File: src/rtl/harvard_pkg.sv
// rtl/harvard_pkg.sv - shared opcodes, FSM states, field positions and reset constants for harvard_core
package harvard_pkg;

    typedef enum logic [3:0] {
        OP_NOP = 4'h0,
        OP_LDI = 4'h1,
        OP_LD  = 4'h2,
        OP_ST  = 4'h3,
        OP_ADD = 4'h4,
        OP_SUB = 4'h5,
        OP_AND = 4'h6,
        OP_OR  = 4'h7,
        OP_XOR = 4'h8,
        OP_SHL = 4'h9,
        OP_SHR = 4'hA,
        OP_JMP = 4'hB,
        OP_JZ  = 4'hC,
        OP_JC  = 4'hD,
        OP_MOV = 4'hE,
        OP_HLT = 4'hF
    } opcode_e;

    typedef enum logic [2:0] {
        ST_FETCH  = 3'd0,
        ST_DECODE = 3'd1,
        ST_EXEC   = 3'd2,
        ST_MEM    = 3'd3,
        ST_HALT   = 3'd4
    } state_e;

    // Instruction word is {opcode[3:0], rd[1:0], rs[1:0], imm[DATA_W-1:0]}
    function automatic int instr_width(input int dw);
        return dw + 8;
    endfunction

    function automatic int field_op_lsb(input int dw);
        return dw + 4;
    endfunction

    function automatic int field_rd_lsb(input int dw);
        return dw + 2;
    endfunction

    function automatic int field_rs_lsb(input int dw);
        return dw;
    endfunction

    localparam state_e RESET_STATE = ST_FETCH;
    localparam logic   RESET_FLAG  = 1'b0;
    localparam logic   RESET_REQ   = 1'b0;

endpackage

File: src/rtl/harvard_alu.sv
// rtl/harvard_alu.sv - combinational ALU for the register ops, producing result, zero and carry
module harvard_alu
    import harvard_pkg::*;
#(
    parameter int DATA_W = 8
) (
    input  opcode_e           op,
    input  logic [DATA_W-1:0] a,
    input  logic [DATA_W-1:0] b,
    output logic [DATA_W-1:0] result,
    output logic              z,
    output logic              c
);

    logic [DATA_W:0] sum;
    logic [DATA_W:0] diff;

    // The extra top bit is the carry for ADD and the borrow (b > a) for SUB
    assign sum  = {1'b0, a} + {1'b0, b};
    assign diff = {1'b0, a} - {1'b0, b};

    // Result and carry per opcode; non-ALU opcodes give zero and are ignored by the core
    always_comb begin
        result = '0;
        c      = 1'b0;
        case (op)
            OP_ADD:  {c, result} = sum;
            OP_SUB:  {c, result} = diff;
            OP_AND:  result = a & b;
            OP_OR:   result = a | b;
            OP_XOR:  result = a ^ b;
            OP_SHL: begin
                result = {a[DATA_W-2:0], 1'b0};
                c      = a[DATA_W-1];
            end
            OP_SHR: begin
                result = {1'b0, a[DATA_W-1:1]};
                c      = a[0];
            end
            default: begin
                result = '0;
                c      = 1'b0;
            end
        endcase
        z = (result == '0);
    end

endmodule

File: src/rtl/harvard_core.sv
// rtl/harvard_core.sv - multi-cycle Harvard CPU core with FSM, register file, PC and data handshake
module harvard_core
    import harvard_pkg::*;
#(
    parameter int DATA_W  = 8,
    parameter int PADDR_W = 8,
    parameter int DADDR_W = 8
) (
    input  logic                clk,
    input  logic                rst,
    output logic [PADDR_W-1:0]  pm_addr,
    input  logic [DATA_W+7:0]   pm_data,
    output logic                dm_req,
    output logic                dm_we,
    output logic [DADDR_W-1:0]  dm_addr,
    output logic [DATA_W-1:0]   dm_wdata,
    input  logic [DATA_W-1:0]   dm_rdata,
    input  logic                dm_ready,
    output logic                halted
);

    localparam int IW     = instr_width(DATA_W);
    localparam int OP_LSB = field_op_lsb(DATA_W);
    localparam int RD_LSB = field_rd_lsb(DATA_W);
    localparam int RS_LSB = field_rs_lsb(DATA_W);

    state_e              state_q,    state_d;
    logic [PADDR_W-1:0]  pc_q,       pc_d;
    logic [IW-1:0]       ir_q,       ir_d;
    logic [DATA_W-1:0]   regs_q [4];
    logic [DATA_W-1:0]   regs_d [4];
    logic                z_q,        z_d;
    logic                c_q,        c_d;
    logic [PADDR_W-1:0]  pm_addr_q,  pm_addr_d;
    logic                dm_req_q,   dm_req_d;
    logic                dm_we_q,    dm_we_d;
    logic [DADDR_W-1:0]  dm_addr_q,  dm_addr_d;
    logic [DATA_W-1:0]   dm_wdata_q, dm_wdata_d;

    opcode_e             op;
    logic [1:0]          rd;
    logic [1:0]          rs;
    logic [DATA_W-1:0]   imm;
    logic [PADDR_W-1:0]  target;
    logic [DATA_W-1:0]   alu_result;
    logic                alu_z;
    logic                alu_c;

    assign op     = opcode_e'(ir_q[OP_LSB +: 4]);
    assign rd     = ir_q[RD_LSB +: 2];
    assign rs     = ir_q[RS_LSB +: 2];
    assign imm    = ir_q[DATA_W-1:0];
    assign target = imm[PADDR_W-1:0];

    harvard_alu #(
        .DATA_W (DATA_W)
    ) u_alu (
        .op     (op),
        .a      (regs_q[rd]),
        .b      (regs_q[rs]),
        .result (alu_result),
        .z      (alu_z),
        .c      (alu_c)
    );

    // Next-state, register-file, PC and data-port decisions for the current FSM state
    always_comb begin
        state_d    = state_q;
        pc_d       = pc_q;
        ir_d       = ir_q;
        regs_d     = regs_q;
        z_d        = z_q;
        c_d        = c_q;
        pm_addr_d  = pm_addr_q;
        dm_req_d   = dm_req_q;
        dm_we_d    = dm_we_q;
        dm_addr_d  = dm_addr_q;
        dm_wdata_d = dm_wdata_q;

        case (state_q)
            ST_FETCH: begin
                state_d = ST_DECODE;
            end
            ST_DECODE: begin
                ir_d    = pm_data;
                pc_d    = pc_q + PADDR_W'(1);
                state_d = ST_EXEC;
            end
            ST_EXEC: begin
                state_d = ST_FETCH;
                case (op)
                    OP_LDI: regs_d[rd] = imm;
                    OP_LD, OP_ST: begin
                        dm_req_d   = 1'b1;
                        dm_we_d    = (op == OP_ST);
                        dm_addr_d  = imm[DADDR_W-1:0];
                        dm_wdata_d = regs_q[rs];
                        state_d    = ST_MEM;
                    end
                    OP_ADD, OP_SUB, OP_AND, OP_OR, OP_XOR, OP_SHL, OP_SHR: begin
                        regs_d[rd] = alu_result;
                        z_d        = alu_z;
                        c_d        = alu_c;
                    end
                    OP_JMP: pc_d = target;
                    OP_JZ:  if (z_q) pc_d = target;
                    OP_JC:  if (c_q) pc_d = target;
                    OP_MOV: regs_d[rd] = regs_q[rs];
                    OP_HLT: state_d = ST_HALT;
                    default: begin
                    end
                endcase
            end
            ST_MEM: begin
                if (dm_req_q && dm_ready) begin
                    if (!dm_we_q) begin
                        regs_d[rd] = dm_rdata;
                    end
                    dm_req_d = 1'b0;
                    state_d  = ST_FETCH;
                end
            end
            ST_HALT: begin
            end
            default: begin
                state_d = ST_FETCH;
            end
        endcase

        // The fetch address only moves when a fetch is about to happen, so it freezes in HALT
        if (state_d == ST_FETCH) begin
            pm_addr_d = pc_d;
        end
    end

    // State registers with synchronous reset
    always_ff @(posedge clk) begin
        if (rst) begin
            state_q    <= RESET_STATE;
            pc_q       <= '0;
            ir_q       <= '0;
            regs_q     <= '{default: '0};
            z_q        <= RESET_FLAG;
            c_q        <= RESET_FLAG;
            pm_addr_q  <= '0;
            dm_req_q   <= RESET_REQ;
            dm_we_q    <= 1'b0;
            dm_addr_q  <= '0;
            dm_wdata_q <= '0;
        end else begin
            state_q    <= state_d;
            pc_q       <= pc_d;
            ir_q       <= ir_d;
            regs_q     <= regs_d;
            z_q        <= z_d;
            c_q        <= c_d;
            pm_addr_q  <= pm_addr_d;
            dm_req_q   <= dm_req_d;
            dm_we_q    <= dm_we_d;
            dm_addr_q  <= dm_addr_d;
            dm_wdata_q <= dm_wdata_d;
        end
    end

    assign pm_addr  = pm_addr_q;
    assign dm_req   = dm_req_q;
    assign dm_we    = dm_we_q;
    assign dm_addr  = dm_addr_q;
    assign dm_wdata = dm_wdata_q;
    assign halted   = (state_q == ST_HALT);

endmodule

File: config.mk
export PLATFORM = sky130hd
export DESIGN_NAME = harvard_core
export DESIGN_NICKNAME = d
export VERILOG_FILES = /design/src/rtl/harvard_pkg.sv /design/src/rtl/harvard_alu.sv /design/src/rtl/harvard_core.sv
export SDC_FILE = /design/constraint.sdc
export NUM_CORES = 1
export LEC_CHECK = 0
export CAP_MARGIN = 30
export CORE_MARGIN = 5
export CORE_UTILIZATION = 55
export CTS_CLUSTER_SIZE = 20
export DETAILED_ROUTE_END_ITERATION = 8
export GPL_ROUTABILITY_DRIVEN = 0
export PLACE_DENSITY_LB_ADDON = 0.15
export SLEW_MARGIN = 25
export SYNTH_ARGS = -nofsm -noshare
export SYNTH_HDL_FRONTEND = slang
export SYNTH_SLANG_ARGS = --single-unit
export TNS_END_PERCENT = 1
File: constraint.sdc
create_clock -name clk -period 5.2 [get_ports clk]
set_clock_uncertainty 0.1 [all_clocks]
set_input_delay 1.56 -clock clk [delete_from_list [all_inputs] [get_ports clk]]
set_output_delay 1.56 -clock clk [all_outputs]
set_load 0.02 [all_outputs]
## Word level (Yosys, flattened, before mapping)

Index checks and enable logic that the tools add are counted.

- Div/mod/pow operators: 0
- $mul: 0
- Reductions and logical operators: 12
- Add/subtract/negate cells: 3
- $lt $le $gt $ge: 3
- Bitwise gates (word level): 5
- Shift-type cells: 0
- Equality and inequality tests: 23
- Mux-type cells: 28

Operators with widths:

| operator | count |
|---|---|
| $bwmux 32 | 4 |
| $pmux 32 s3 | 1 |
| $mux 32 | 2 |
| $pmux 32 s2 | 1 |
| $mux 8 | 7 |
| $pmux 8 s7 | 1 |
| $bmux 8 s2 | 2 |
| $eq 4x4->1 const B | 8 |
| $pmux 8 s3 | 1 |
| $demux 8 s2 | 1 |
| $eq 4x3->1 const B | 4 |
| $pmux 8 s2 | 1 |
| $pmux 3 s5 | 1 |
| $add 8x8->9 | 1 |
| $sub 8x8->9 | 1 |
| $add 8x1->8 const B | 1 |
| $and 8x8->8 | 1 |
| $eq 4x2->1 const B | 2 |
| $logic_not 8->1 | 1 |
| $or 8x8->8 | 1 |
| $xor 8x8->8 | 1 |
| $reduce_or 7->1 | 1 |
| $eq 3x2->1 const B | 2 |
| $ge 3x3->1 const B | 2 |
| other kinds (20) | 26 |

- Register bits after elaboration: 87
- Word-level logic and storage cells: 88
- Output and inout bits: 27
- ROM bits: 0
- Input bits: 27
- Bits in writable memories: 0
- Latch bits: 0
- Memories kept: 0

## Longest topological paths before layout

- Depth after elaboration: 9
- Depth in mapped cells: 15
- Mapped depth without buffers: 13

## By module

A second synthesis with hierarchy kept.

- Cells, all modules: 779
- Area, all modules: 6302.3 um^2

By module, submodules not included:

| module | cells an instance | instances | sequential area each (um^2) | area an instance (um^2) |
|---|---|---|---|---|
| harvard_core | 570 | 1 | 1741.7 | 4850.9 |
| harvard_alu | 209 | 1 | 0.0 | 1451.4 |

## Worst setup path after synthesis

Ideal clock, no wire load.

- Kind: register -> register
- Start: register ir_q[10]
- End: register z_q
- Path slack: 1.462 ns
- Data required time: 5.031 ns
- Period minus slack after synthesis: 3.738 ns
- Setup time: 0.069 ns
- Cell stages (with the launch flop): 15
- Path buffers: 2
- Arrival time: 3.569 ns
- Cell sequence: dfxtp_1 buf_2 clkbuf_1 mux4_2 ha_1 inv_1 fa_1 nor2b_4 o31a_1 or4_1 nand3_1 xor2_1 o211ai_2 or4_1 o21ai_1

- Word-level cells in the longest chain between the ends: 7
- Elaborated cells on any way between the ends: 11
- Those cells by class: add/sub: 2; mux: 4; bitwise: 4; reduce/logical: 1

Ends and longest elaborated chain:

| what | RTL line | source |
|---|---|---|
| start, declared | harvard_core.sv:29 | `logic [IW-1:0] ir_q, ir_d;` |
| start signal, assigned | harvard_core.sv:153 | `ir_q <= ir_d;` |
| $not 2->3 (implied by the code) * | harvard_core.sv:59 | `.a (regs_q[rd]),` |
| $bmux 8 s2 * | harvard_core.sv:59 |  |
| $mux 8 (implied by the code) * (2 in a row) | harvard_core.sv:59 |  |
| $sub 8x8->9, or another cell as far along | harvard_alu.sv:20 | `assign diff = {1'b0, a} - {1'b0, b};` |
| $pmux 8 s7 * | harvard_alu.sv:26 | `case (op)` |
| $logic_not 8->1 * | harvard_alu.sv:45 | `z = (result == '0);` |
| end signal, assigned | harvard_core.sv:155 | `z_q <= z_d;` |
| end, declared | harvard_core.sv:32 | `logic z_q, z_d;` |

Mark *: on every way between the ends. The rest lies on a longest branch, timed or not. The select of a mux whose other input is x is not followed.
A chain may end at the register's enable or synchronous reset.

## Worst setup path after layout

Same ends and word-level chain as after synthesis.

==> results.json <==
{
  "hold_class": "reg -> reg",
  "cts_hold_buf": 0,
  "finish.utilization_pct": 63.3,
  "outcome": "finished, final reports clean",
  "final.min_clock_period_ns": 4.19,
  "ys_warn_count": 0,
  "max_cap_violations": 0,
  "ir_drop_v": 0.000193,
  "crit_required_ns": 5.39,
  "p_leak_nw": 2.19,
  "gr-usage-all-layers_pct": 28.1,
  "setup_viol": 0,
  "arrival_ns": 4.38,
  "die_h_um": 112,
  "htreeDepth": 3,
  "worstSetupPathType": "reg -> reg",
  "synthCells": 748,
  "cts_root_buffer": "clkbuf_8",
  "syn2layout_area_growth_pct": 13.0,
  "ios": 54,
  "path_max_fanout": 17,
  "finalMaxSlewViolations": 0,
  "wl_per_cell_um": 20.0,
  "synth_area_leaders": "dfxtp_1 30%, nand2_1 8.7%, a21oi_1 7.9%",
  "place_area_mm2": 0.00626,
  "synth_edf_count": 0,
  "hold_viol_final": 0,
  "syn_area_per_cell_um2": 7.66,
  "cts_buffers": 9,
  "pwr_density_cell_mw_per_mm2": 241,
  "syn_nets": 803,
  "dp_hpwl_mm": 13.3,
  "nets": 821,
  "fin_setup_tns_ns": 0,
  "clockBufferDepth": 2,
  "grt_pass1_wl_mm": 28.8,
  "io_buffers": 53,
  "cts_tree": "built",
  "synth_cell_types": 65,
  "ys.flop_type": "dfxtp_1",
  "drtAntennaViolNets": 0,
  "first_global_vias": 5724,
  "finalWorstSetupSlack_ns": 1.01,
  "cts_setup_buffers": 0,
  "dr_total_vias": 5977,
  "slew_headroom_pct": 33.3,
  "fmax_mhz": 238,
  "stdcell_area_mm2": 0.00648,
  "grt_antenna_before_repair": 1,
  "pre_cts_ws_ns": 1.05,
  "ys_ff_latch": 87,
  "grt_start_max_net_pins": 48,
  "overflow": 0,
  "clkTransAtPathRegs_ns": 0.08,
  "drt-initial-drc-count": 629,
  "worstMarginPinSlew_ns": 0.998,
  "netlist_area_mm2": 0.00573,
  "start_util_pct": 56.0,
  "clk_latency_ns": 0.36,
  "cts_sinks": 87,
  "dieArea_mm2": 0.0126,
  "fin_crit_sh_pct": 80.6,
  "routed_wl_mm": 18.2,
  "ys_seq_area_share_pct": 30.4,
  "n_antenna_cell": 0,
  "yosysTopAreaCell": "dfxtp_1",
  "rsz0062_at_grt": "false",
  "yosysTopAreaCellShare_pct": 30.4,
  "die_w_um": 112,
  "row_count": 37,
  "endpoint_kind": "flop",
  "first_pass_iters": 6,
  "cts_resized": 0,
  "fillers": 886,
  "viasPerCell": 6.59,
  "drc": 0,
  "start_kind": "flop",
  "drive_gt1_share_pct": 6.10,
  "core_mm2": 0.0102,
  "postSynth.asyncResetShare_pct": 0
}
[cells in the final DEF (no fill, tap or decap), drive strengths merged, types with 10 or more instances in the layout]
master / instances
a211oi: 18
a21oi: 91
a221oi: 12
a22oi: 13
clkbuf: 11
clkdlybuf4s50: 52
dfxtp: 87
ha: 26
inv: 31
mux4: 17
nand2: 133
nand2b: 12
nor2: 73
nor3: 10
o21ai: 39
[final cells by class]
type                            instances  area [um2]  share of cell area [%]
Clock buffer                           10         128                    1.97
Multi-Input combinational cell        579        3670                    56.7
Inverter                               30         113                    1.74
Tap cell                              136         170                    2.63
Timing Repair Buffer                   59         571                    8.81
Clock inverter                          6        83.8                    1.29
Sequential cell                        87        1740                    26.9
[metrics by stage]
stage	hold WS [ns]	power [mW]	std cells
2_1_floorplan	0.336	0.951	748
3_3_place_gp	0.343	1.05	889
3_5_place_dp	0.348	1.05	890
4_1_cts	0.359	1.56	906
5_1_grt	0.380	1.62	907
6_report	0.358	1.56	907
[per-layer routing]
metal  global-route usage, %  part of all wire (%)  vias up
met5                       0                  0.14        -
met4                    14.1                   4.7        2
met3                    6.47                    11       79
met2                    44.4                    46      381
met1                    36.3                    38     2787
li1                        -                     -     2728
[cells by family (layout without fill, tap and decap cells)]
logic type / after synthesis / in the layout / share of synthesized area [%]
AOI/OAI and AO/OA: 241 / 241 / 27.1
and+or+nand+nor: 282 / 282 / 22.0
buffers and inverters: 82 / 105 / 5.72
xor gates and xnor gates: 7 / 7 / 1.07
adders and majority gates: 28 / 28 / 6.38
muxes: 21 / 21 / 7.38
DFF: 87 / 87 / 30.4
[synth_stat cells (2+ instances only)]
cell and count:
o221ai_1 8, nand2_1 133, nor3_1 10, o21ai_0 38
a222oi_1 2, o22ai_1 7, a32oi_1 3, o21bai_1 3
buf_2 10, and3_1 9, a31oi_1 6, nor2_1 73
dfxtp_1 87, a21o_1 5, nand2b_1 12, nor4_1 6
a211oi_1 18, clkbuf_1 38, o21a_1 4, mux2i_1 4
nor3b_1 5, nand3_1 6, a21oi_1 90, or4_1 2
o31a_1 2, buf_1 3, inv_1 30, a22o_1 2
o2bb2ai_1 3, xor2_1 4, and2_1 4, mux4_2 17
a22oi_1 12, ha_1 26, nand4_1 2, nand3b_1 2
a2111oi_0 7, a221oi_1 12, o211ai_1 7, xnor2_1 3
fa_1 2, nor2b_1 8
[where the power goes]
group	internal (mW)	switching (mW)
combinational	0.118	0.195
clock	0.270	0.242
sequential	0.690	0.0462
[worst max-delay path, cell delays in order (launching register included)]
cell      delay (ns)
dfxtp_1         0.85
mux4_2          0.66
ha_1            0.24
inv_1           0.08
fa_1            0.28
nor2b_4         0.06
o31a_1          0.25
or4_1           0.41
nand3_1         0.12
xor2_1          0.18
o211ai_2        0.19
or4_1           0.57
o21ai_1         0.13
[final timing paths]
path                            cells past startpoint                    start  slack, ns                       to
worst max-delay path                               12    ir_q[10]$_SDFFE_PP0P_       1.01         z_q$_SDFFE_PP0P_
worst min-delay path                                2  dm_addr[5]$_SDFFE_PP0P_       0.36  dm_addr[5]$_SDFFE_PP0P_
worst max register to register                     12    ir_q[10]$_SDFFE_PP0P_       1.01         z_q$_SDFFE_PP0P_
worst min register to register                      2  dm_addr[5]$_SDFFE_PP0P_       0.36  dm_addr[5]$_SDFFE_PP0P_
[registers in the layout, indices dropped and copies added (netlist names)]
name	cells
dm_req	1
pc_q	8
pm_addr	8
ir_q	16
z_q	1
c_q	1
state_q	3
regs_q	32
dm_wdata	8
dm_addr	8
dm_we	1
(Power assumes the default switching activity.)
